==> src/rtl/bcd_seg_pkg.sv <==
// Shared BCD width, active-low 7-segment glyphs ([0:7] = a..g,dp) and decode helpers.
// Latency: none, pure constants and combinational functions.
// Backpressure: not applicable.
package bcd_seg_pkg;

   localparam int BCD_W = 4;

   typedef logic [BCD_W-1:0] bcd_t;
   // Index 0 is segment a, index 7 is dp; a 0 lights the segment.
   typedef logic [0:7] seg_t;

   localparam seg_t SEG_0     = 8'b0000_0011;
   localparam seg_t SEG_1     = 8'b1001_1111;
   localparam seg_t SEG_2     = 8'b0010_0101;
   localparam seg_t SEG_3     = 8'b0000_1101;
   localparam seg_t SEG_4     = 8'b1001_1001;
   localparam seg_t SEG_5     = 8'b0100_1001;
   localparam seg_t SEG_6     = 8'b0100_0001;
   localparam seg_t SEG_7     = 8'b0001_1111;
   localparam seg_t SEG_8     = 8'b0000_0001;
   localparam seg_t SEG_9     = 8'b0000_1001;
   localparam seg_t SEG_BLANK = 8'b1111_1111;

   // Glyph for one BCD digit; non-decimal codes show nothing rather than garbage.
   function automatic seg_t seg_decode(input bcd_t bcd);
      seg_t s;
      case (bcd)
         4'd0:    s = SEG_0;
         4'd1:    s = SEG_1;
         4'd2:    s = SEG_2;
         4'd3:    s = SEG_3;
         4'd4:    s = SEG_4;
         4'd5:    s = SEG_5;
         4'd6:    s = SEG_6;
         4'd7:    s = SEG_7;
         4'd8:    s = SEG_8;
         4'd9:    s = SEG_9;
         default: s = SEG_BLANK;
      endcase
      return s;
   endfunction

   // Out-of-range load nibbles saturate at 9 so the counter never holds a non-BCD code.
   function automatic bcd_t bcd_clamp(input bcd_t v);
      return (v > 4'd9) ? 4'd9 : v;
   endfunction

endpackage

==> src/rtl/bcd_digit.sv <==
// One BCD up/down digit with load; carry/borrow out ripples combinationally to the next digit.
// Latency: new value one clock after step or load; carry_out is same-cycle combinational.
// Backpressure: none, load overrides step.
module bcd_digit
   import bcd_seg_pkg::*;
(
   input  logic clk,
   input  logic rst,
   input  logic step,
   input  logic down,
   input  logic load,
   input  bcd_t load_val,
   output bcd_t q,
   output logic at_end,
   output logic carry_out
);

   // at_end: this digit is at the roll-over point for the current direction.
   assign at_end    = down ? (q == 4'd0) : (q == 4'd9);
   assign carry_out = step & at_end;

   // Digit register: load wins, otherwise step one place with 9<->0 roll-over.
   always_ff @(posedge clk or posedge rst) begin
      if (rst) begin
         q <= '0;
      end else if (load) begin
         q <= bcd_clamp(load_val);
      end else if (step) begin
         if (down) begin
            q <= at_end ? 4'd9 : q - 4'd1;
         end else begin
            q <= at_end ? 4'd0 : q + 4'd1;
         end
      end
   end

endmodule

==> src/rtl/bcd_display_counter.sv <==
// N-digit prescaled BCD up/down counter with wrap/saturate, load, terminal pulse and 7-seg scan.
// Latency: count/Carry one clock after the tick or load; Seg/Anode one clock after scan index change.
// Backpressure: none; En=0 freezes prescaler and count, scanning always runs.
module bcd_display_counter
   import bcd_seg_pkg::*;
#(
   parameter int DIGITS   = 4,
   parameter int PRESCALE = 4,
   parameter int SCAN_DIV = 2
)
(
   input  logic                    CLK,
   input  logic                    Reset,
   input  logic                    En,
   input  logic                    Type,
   input  logic                    Mode,
   input  logic                    Load,
   input  logic [BCD_W*DIGITS-1:0] LoadVal,
   output logic [BCD_W*DIGITS-1:0] Count,
   output logic                    Carry,
   output logic [0:7]              Seg,
   output logic [DIGITS-1:0]       Anode
);

   localparam int PRE_W  = (PRESCALE > 1) ? $clog2(PRESCALE) : 1;
   localparam int SCAN_W = (SCAN_DIV > 1) ? $clog2(SCAN_DIV) : 1;
   localparam int IDX_W  = (DIGITS > 1)   ? $clog2(DIGITS)   : 1;

   localparam logic [PRE_W-1:0]  PRE_LAST  = PRE_W'(PRESCALE - 1);
   localparam logic [SCAN_W-1:0] SCAN_LAST = SCAN_W'(SCAN_DIV - 1);
   localparam logic [IDX_W-1:0]  IDX_LAST  = IDX_W'(DIGITS - 1);

   logic [PRE_W-1:0]  pre;
   logic [SCAN_W-1:0] scan_div;
   logic [IDX_W-1:0]  scan_idx;
   logic              tick;
   logic              terminal;
   logic              step;
   logic [DIGITS:0]   chain;
   logic [DIGITS-1:0] at_end;

   assign tick     = En & (pre == PRE_LAST);
   // Terminal count is every digit at its roll-over point (all 9s up, all 0s down).
   assign terminal = &at_end;
   // Saturate mode suppresses the step at terminal; load always pre-empts the tick.
   assign step     = tick & ~Load & ~(Mode & terminal);
   assign chain[0] = step;

   // Digit chain: each digit steps only when all lower digits roll over this cycle.
   for (genvar i = 0; i < DIGITS; i++) begin : g_digit
      bcd_digit u_digit (
         .clk       (CLK),
         .rst       (Reset),
         .step      (chain[i]),
         .down      (Type),
         .load      (Load),
         .load_val  (LoadVal[i*BCD_W +: BCD_W]),
         .q         (Count[i*BCD_W +: BCD_W]),
         .at_end    (at_end[i]),
         .carry_out (chain[i+1])
      );
   end

   // Prescaler: runs only while enabled, restarts on tick and on load.
   always_ff @(posedge CLK or posedge Reset) begin
      if (Reset) begin
         pre <= '0;
      end else if (Load) begin
         pre <= '0;
      end else if (En) begin
         pre <= tick ? '0 : pre + PRE_W'(1);
      end
   end

   // Terminal-count pulse: in wrap mode the chain carry-out is exactly tick-at-terminal.
   always_ff @(posedge CLK or posedge Reset) begin
      if (Reset) begin
         Carry <= 1'b0;
      end else begin
         Carry <= Mode ? (tick & ~Load & terminal) : chain[DIGITS];
      end
   end

   // Scan timing: dwell SCAN_DIV clocks on each digit, independent of En.
   always_ff @(posedge CLK or posedge Reset) begin
      if (Reset) begin
         scan_div <= '0;
         scan_idx <= '0;
      end else if (scan_div == SCAN_LAST) begin
         scan_div <= '0;
         scan_idx <= (scan_idx == IDX_LAST) ? '0 : scan_idx + IDX_W'(1);
      end else begin
         scan_div <= scan_div + SCAN_W'(1);
      end
   end

   // Display outputs registered together so anode and segments always match one digit.
   always_ff @(posedge CLK or posedge Reset) begin
      if (Reset) begin
         Anode <= '1;
         Seg   <= SEG_BLANK;
      end else begin
         Anode <= ~(DIGITS'(1) << scan_idx);
         Seg   <= seg_decode(Count[scan_idx*BCD_W +: BCD_W]);
      end
   end

endmodule

==> config.mk <==
export PLATFORM = sky130hd
export DESIGN_NAME = bcd_display_counter
export DESIGN_NICKNAME = d
export VERILOG_FILES = /design/src/rtl/bcd_seg_pkg.sv /design/src/rtl/bcd_digit.sv /design/src/rtl/bcd_display_counter.sv
export SDC_FILE = /design/constraint.sdc
export NUM_CORES = 1
export LEC_CHECK = 0
export CAP_MARGIN = 10
export CORE_MARGIN = 10
export CORE_UTILIZATION = 40
export DETAILED_ROUTE_END_ITERATION = 12
export PLACE_DENSITY = 0.68
export SYNTH_ARGS = -nofsm -noshare
export SYNTH_HDL_FRONTEND = slang
export SYNTH_SLANG_ARGS = --single-unit
==> constraint.sdc <==
create_clock -name CLK -period 2.8 [get_ports CLK]
set_input_delay 0.84 -clock CLK [delete_from_list [all_inputs] [get_ports CLK]]
set_output_delay 0.84 -clock CLK [all_outputs]
set_load 0.005 [all_outputs]
Yosys cells after proc, flatten, opt, wreduce, memory -nomap -nowiden
Memories as Yosys holds them, arrays and structs flattened. A register that Yosys moved wholly into a read port is not among the register bits.
Cells that the tools add are included.
{ "classes": {"addsub": 11, "n_mul": 0, "n_div": 0, "order_cmp": 4, "n_eq_ne": 6, "shift": 2, "mux": 34, "bitwise_logic": 12, "n_reduce_logical": 10} }
{ "ops": {"columns": ["cell", "count"], "rows": [
  ["2-to-1 mux 4 bit", 24],
  ["adder 4 x 1 -> 4 bit, second input constant", 4],
  ["== test 4 bit, second input constant", 4],
  ["greater-than comparator 4 bit, second input constant", 4],
  ["logical NOT 4 bit", 4],
  ["variable part select 16 x 5 -> 4 bit", 1],
  ["subtractor 4 x 1 -> 4 bit, second input constant", 4],
  ["nonzero test 2 bit", 5],
  ["AND 1 bit", 9],
  ["2-to-1 mux 2 bit", 4],
  ["2-to-1 mux 1 bit", 6],
  ["adder 2 x 1 -> 2 bit, second input constant", 2],
  ["== test 2 bit, second input constant", 2],
  ["NOT 4 bit", 1],
  ["AND reduction 4 bit", 1],
  ["left shift 1 x 2 -> 4 bit, first input constant", 1],
  ["NOT 1 bit", 2],
  ["adder 1 bit, second input constant", 1]
]} }
{ "word_totals": {"regBits": 34, "latch_bits": 0, "ram_bits": 0, "rom_bits": 112, "in_bits": 22, "out_inout_bits": 29, "word_cells": 90, "mem_count": 1} }
{ "memory_table": {"columns": ["name", "words", "word_bits", "rd", "rd_clocked_by_memory_dff", "write_ports", "line_no", "rtl"], "rows": [
  ["(no name shown)", 16, 7, 1, 1, 0, "bcd_seg_pkg.sv:27", "case (bcd)"]
]} }

Longest topological paths before layout
{ "logic_depth": {"word_depth": 11, "ltp_mapped": 7, "depth_no_buf": 7} }

Cells and area by module
A second synthesis with hierarchy kept.
{ "unflattened": {"hier_cells": 297, "area_unflattened_um2": 2728.9} }
{ "modules_own_cells": {"columns": ["mod", "instances", "cells_per_inst", "area_per_inst_um2", "seq_area_each_um2"], "rows": [
  ["bcd_digit (g_digit[1].u_digit ...)", 3, 53, 432.9, 100.1],
  ["bcd_display_counter", 1, 87, 1001.0, 439.2],
  ["bcd_digit (g_digit[0].u_digit)", 1, 51, 429.2, 100.1]
]} }

Least setup slack after synthesis
No wires, ideal clock.
{ "synth_timing": {"path_type": "input to register", "from": "in Type", "to": "reg g_digit[2].u_digit.q[0]", "setup_time_ns": 0.137, "t_arrival_ns": 2.217, "required_time_ns": 2.663, "setup_slack_ns": 0.446, "stages": 6, "n_path_buf": 1, "cell_sequence": "buf_6 nand4bb_1 a21o_1 a311o_1 a2111oi_2 a311oi_1"} }
{ "synth_via": {"elab_chain_cells": 8, "word_cells_on_any_way": 16, "classes_between": "9 x mux; 5 x bitwise; 2 x reduce/logical"} }
{ "synth_rtl": {"columns": ["element", "line_no", "rtl"], "rows": [
  ["start, declared", "bcd_display_counter.sv:15", "input logic Type,"],
  ["2-to-1 mux 1 bit", "bcd_digit.sv:19", "assign at_end = down ? (q == 4'd0) : (q == 4'd9);"],
  ["AND reduction 4 bit", "bcd_display_counter.sv:44", "assign terminal = &at_end;"],
  ["AND 1 bit", "bcd_display_counter.sv:46", "assign step = tick & ~Load & ~(Mode & terminal);"],
  ["NOT 1 bit", "bcd_display_counter.sv:46", null],
  ["AND 1 bit", "bcd_display_counter.sv:46", null],
  ["AND 1 bit (2 in series)", "bcd_digit.sv:20", "assign carry_out = step & at_end;"],
  ["nonzero test 2 bit (no source line)", null, null],
  ["end signal, assigned", "bcd_digit.sv:27", "q <= bcd_clamp(load_val);"],
  ["end signal, assigned", "bcd_digit.sv:30", "q <= at_end ? 4'd9 : q - 4'd1;"],
  ["end signal, assigned", "bcd_digit.sv:32", "q <= at_end ? 4'd0 : q + 4'd1;"],
  ["end, declared", "bcd_digit.sv:13", "output bcd_t q,"]
]} }
Parallel ways exist; a longest one is shown, timed or not. The select of a mux whose other input is x is not followed.
A chain may end at the register's enable or synchronous reset.

Worst setup path after layout
Same ends and word-level chain as after synthesis.

==> results.sh <==
export IMPL_status="completed"
export IMPL_path_clk_slew_ns=0.07
export IMPL_fin_crit_ns=2.68
export IMPL_final_hold_viol_count=0
export IMPL_rows=29
export IMPL_yosysSeqAreaShare=0.311
export IMPL_cellPowerDensity_mw_per_mm2=445
export IMPL_synth_area_leaders="dfrtp_1 20%, ha_1 13%, dfstp_2 11%"
export IMPL_numCtsBuffers=5
export IMPL_critPathKind="input port to flip-flop"
export IMPL_die_area_mm2=0.0104
export IMPL_synth_most_common_cell="inv_1"
export IMPL_post_route_period_util=0.956
export IMPL_setup_violations=0
export IMPL_track_usage=0.132
export IMPL_antenna_found_initial=0
export IMPL_cts_root_buf="clkbuf_8"
export IMPL_fp_coreArea_mm2=0.00646
export IMPL_tritoncts="done"
export IMPL_max_slew_margin_rel=0.664
export IMPL_drt_iter0_drc=156
export IMPL_post_route_util=0.539
export IMPL_placed_area_mm2=0.00340
export IMPL_avgRoutedWirePerCell_um=15.6
export IMPL_grt_overflow_total=0
export IMPL_grt_pass1_wl_um=11200
export IMPL_critPathMaxStageDelay_ns=0.52
export IMPL_cts_hold_buffers=0
export IMPL_crit_fanout=6
export IMPL_synth_top_area_frac=0.204
export IMPL_skew_ns=0.00519
export IMPL_ant_nets=0
export IMPL_top_layer_used="met4"
export IMPL_final_cell_area_mm2=0.00348
export IMPL_die_w_um=102
export IMPL_ir_worst_vdd_mv=0.212
export IMPL_netlist_area_mm2=0.00270
export IMPL_clock_latency_ns=0.28
export IMPL_fillers=627
export IMPL_pin_count=51
export IMPL_htreeDepth=2
export IMPL_post_cts_setup_buffer_count=0
export IMPL_first_global_vias=2331
export IMPL_m1WireLength_um=3000
export IMPL_yosysTopAreaCell="dfrtp_1"
export IMPL_slowest_stage="clkdlybuf4s50_1"
export IMPL_fmax_mhz=373
export IMPL_clk_path_buf_depth=2
export IMPL_ys_ff_latch=33
export IMPL_synthFlopType="dfrtp_1"
export IMPL_hold_path_class="flip-flop to flip-flop"
export IMPL_synth_nets=336
export IMPL_critPathRequiredTime_ns=2.95
export IMPL_power_leakage_nw=1.49
export IMPL_rsz0062_at_grt="false"
export IMPL_area_growth_pct=28.9
export IMPL_worstSetupEndpointType="flip-flop"
export IMPL_wl_um=6740
export IMPL_hpwlAfterDp_um=5240
export IMPL_grt_max_degree=34
export IMPL_worstPathCellList="clkdlybuf4s50_1 -> buf_4 -> nand4bb_1 -> a21o_1 -> a311o_1 -> a2111oi_2 -> a311oi_1"
export IMPL_async_reset_ff_frac=1.00
export IMPL_viasPerCell=5.45
export IMPL_synth_cells=287
export IMPL_cp_num_buf_inv=2
export IMPL_n_antenna_cell=0
export IMPL_layout_drive_gt1_share=0.186
export IMPL_drc=0
export IMPL_route_met3_wl_um=399
export IMPL_crit_family="compound AO/OA/AOI/OAI gates"
export IMPL_drt_pre_antenna_iters=4
export IMPL_clock_sink_count=33
export IMPL_arrival_ns=2.83
export IMPL_cts_resized=0
export IMPL_vias=2351
export IMPL_start_util=0.418
export IMPL_maxSlewViolCount=0
export IMPL_route_met2_wl_um=3270
export IMPL_cp_start_kind="input port"
export IMPL_syn_avg_cell_area_um2=9.41
export IMPL_maxCapViolCount=0
export IMPL_gp_congestion=0.951
export IMPL_synth_edf_count=0
export IMPL_synth_cell_types=64
export IMPL_fin_nets=402
export IMPL_die_h_um=102
export IMPL_synthTopCellsByCount="30 x inv_1, 27 x ha_1, 23 x o21ai_0"
export IMPL_synth_warnings=0
export IMPL_max_slew_worst_pin_slew_ns=0.500
export IMPL_portBuffers=49
## worst reg2reg max path: cells and delay by family (launching register included)
family / cells / cell delay [ns]
AO/OA/AOI/OAI: 4 / 1.12
adder cells (fa/ha/maj): 1 / 0.25
buffers and inverters: 1 / 0.16
flip-flops: 1 / 0.51
AND/OR/NAND/NOR: 1 / 0.19
## stage by stage
step           TNS (ns)  worst slack [ns]  cells  hold slack [ns]  total power [mW]
6_report              0             0.122    431            0.481              1.55
3_5_place_dp     -0.803            -0.160    423            0.471              1.21
2_1_floorplan         0             0.446    287            0.447             0.955
5_1_grt               0           0.00836    431            0.528              1.66
3_3_place_gp     -0.539            -0.132    423            0.464              1.20
4_1_cts               0             0.127    431            0.483              1.57
## where the power goes
part | switching (mW) | internal, mW
sequential | 0.0956 | 0.542
combinational | 0.251 | 0.313
clock | 0.176 | 0.172
total | 0.522 | 1.03
## routing by layer
layer,up-vias,GRT usage
li1,1179,-
met1,1108,0.162
met2,59,0.221
met3,5,0.0351
met4,0,0.0423
met5,-,0
## worst paths after layout
check | from | endpoint | slack, ns | depth (start not counted)
worst max-delay path | Type | g_digit[2].u_digit.q[0] | 0.12 | 7
worst min-delay path | scan_div | scan_div | 0.48 | 1
worst max register to register | g_digit[2].u_digit.q[0] | g_digit[2].u_digit.q[0] | 0.44 | 7
worst min register to register | scan_div | scan_div | 0.48 | 1
max in group asynchronous | Reset | Seg[1] | 1.53 | 3
min in group asynchronous | Reset | Carry | 0.94 | 3
## cells in the final DEF, fill, tap and decap left out, types with 7 or more instances in the layout
cell type and instances:
ha_1 27, inv_1 30, nand3b_1 9, clkdlybuf4s50_1 49
nand2b_1 8, buf_4 23, nand2_1 13, dfrtp_1 22
o21ai_0 23, dfstp_2 11, nand3_1 7, a21oi_1 14
nor2_1 13
## logic make-up (layout without fill, tap and decap cells)
family                   count (synthesis)  count (layout)  synth area share
flip-flops                              33              33             0.311
multiplexers                            17              17            0.0959
AO/OA/AOI/OAI                           81              81             0.208
AND/OR/NAND/NOR                         82              82             0.186
other                                    1               1           0.00139
XOR/XNOR                                 2               2           0.00649
buffers and inverters                   44             111            0.0662
adder cells (fa/ha/maj)                 27              27             0.125
## cell type report
class / count / area, um2 / area share
sequential: 33 / 840 / 0.241
tap: 77 / 96.3 / 0.0277
inverter: 31 / 116 / 0.0334
multi-input combinational: 210 / 1680 / 0.483
timing repair buffer: 72 / 663 / 0.191
clock inverter: 2 / 10.0 / 0.00288
clock buffer: 6 / 72.6 / 0.0208
## registers in the layout (all words and copies together) (netlist names)
signal / count
g_digit.u_digit.q: 16
Seg: 7
Anode: 4
pre: 2
scan_idx: 2
Carry: 1
scan_div: 1
Power figures use the tool's default switching activity.
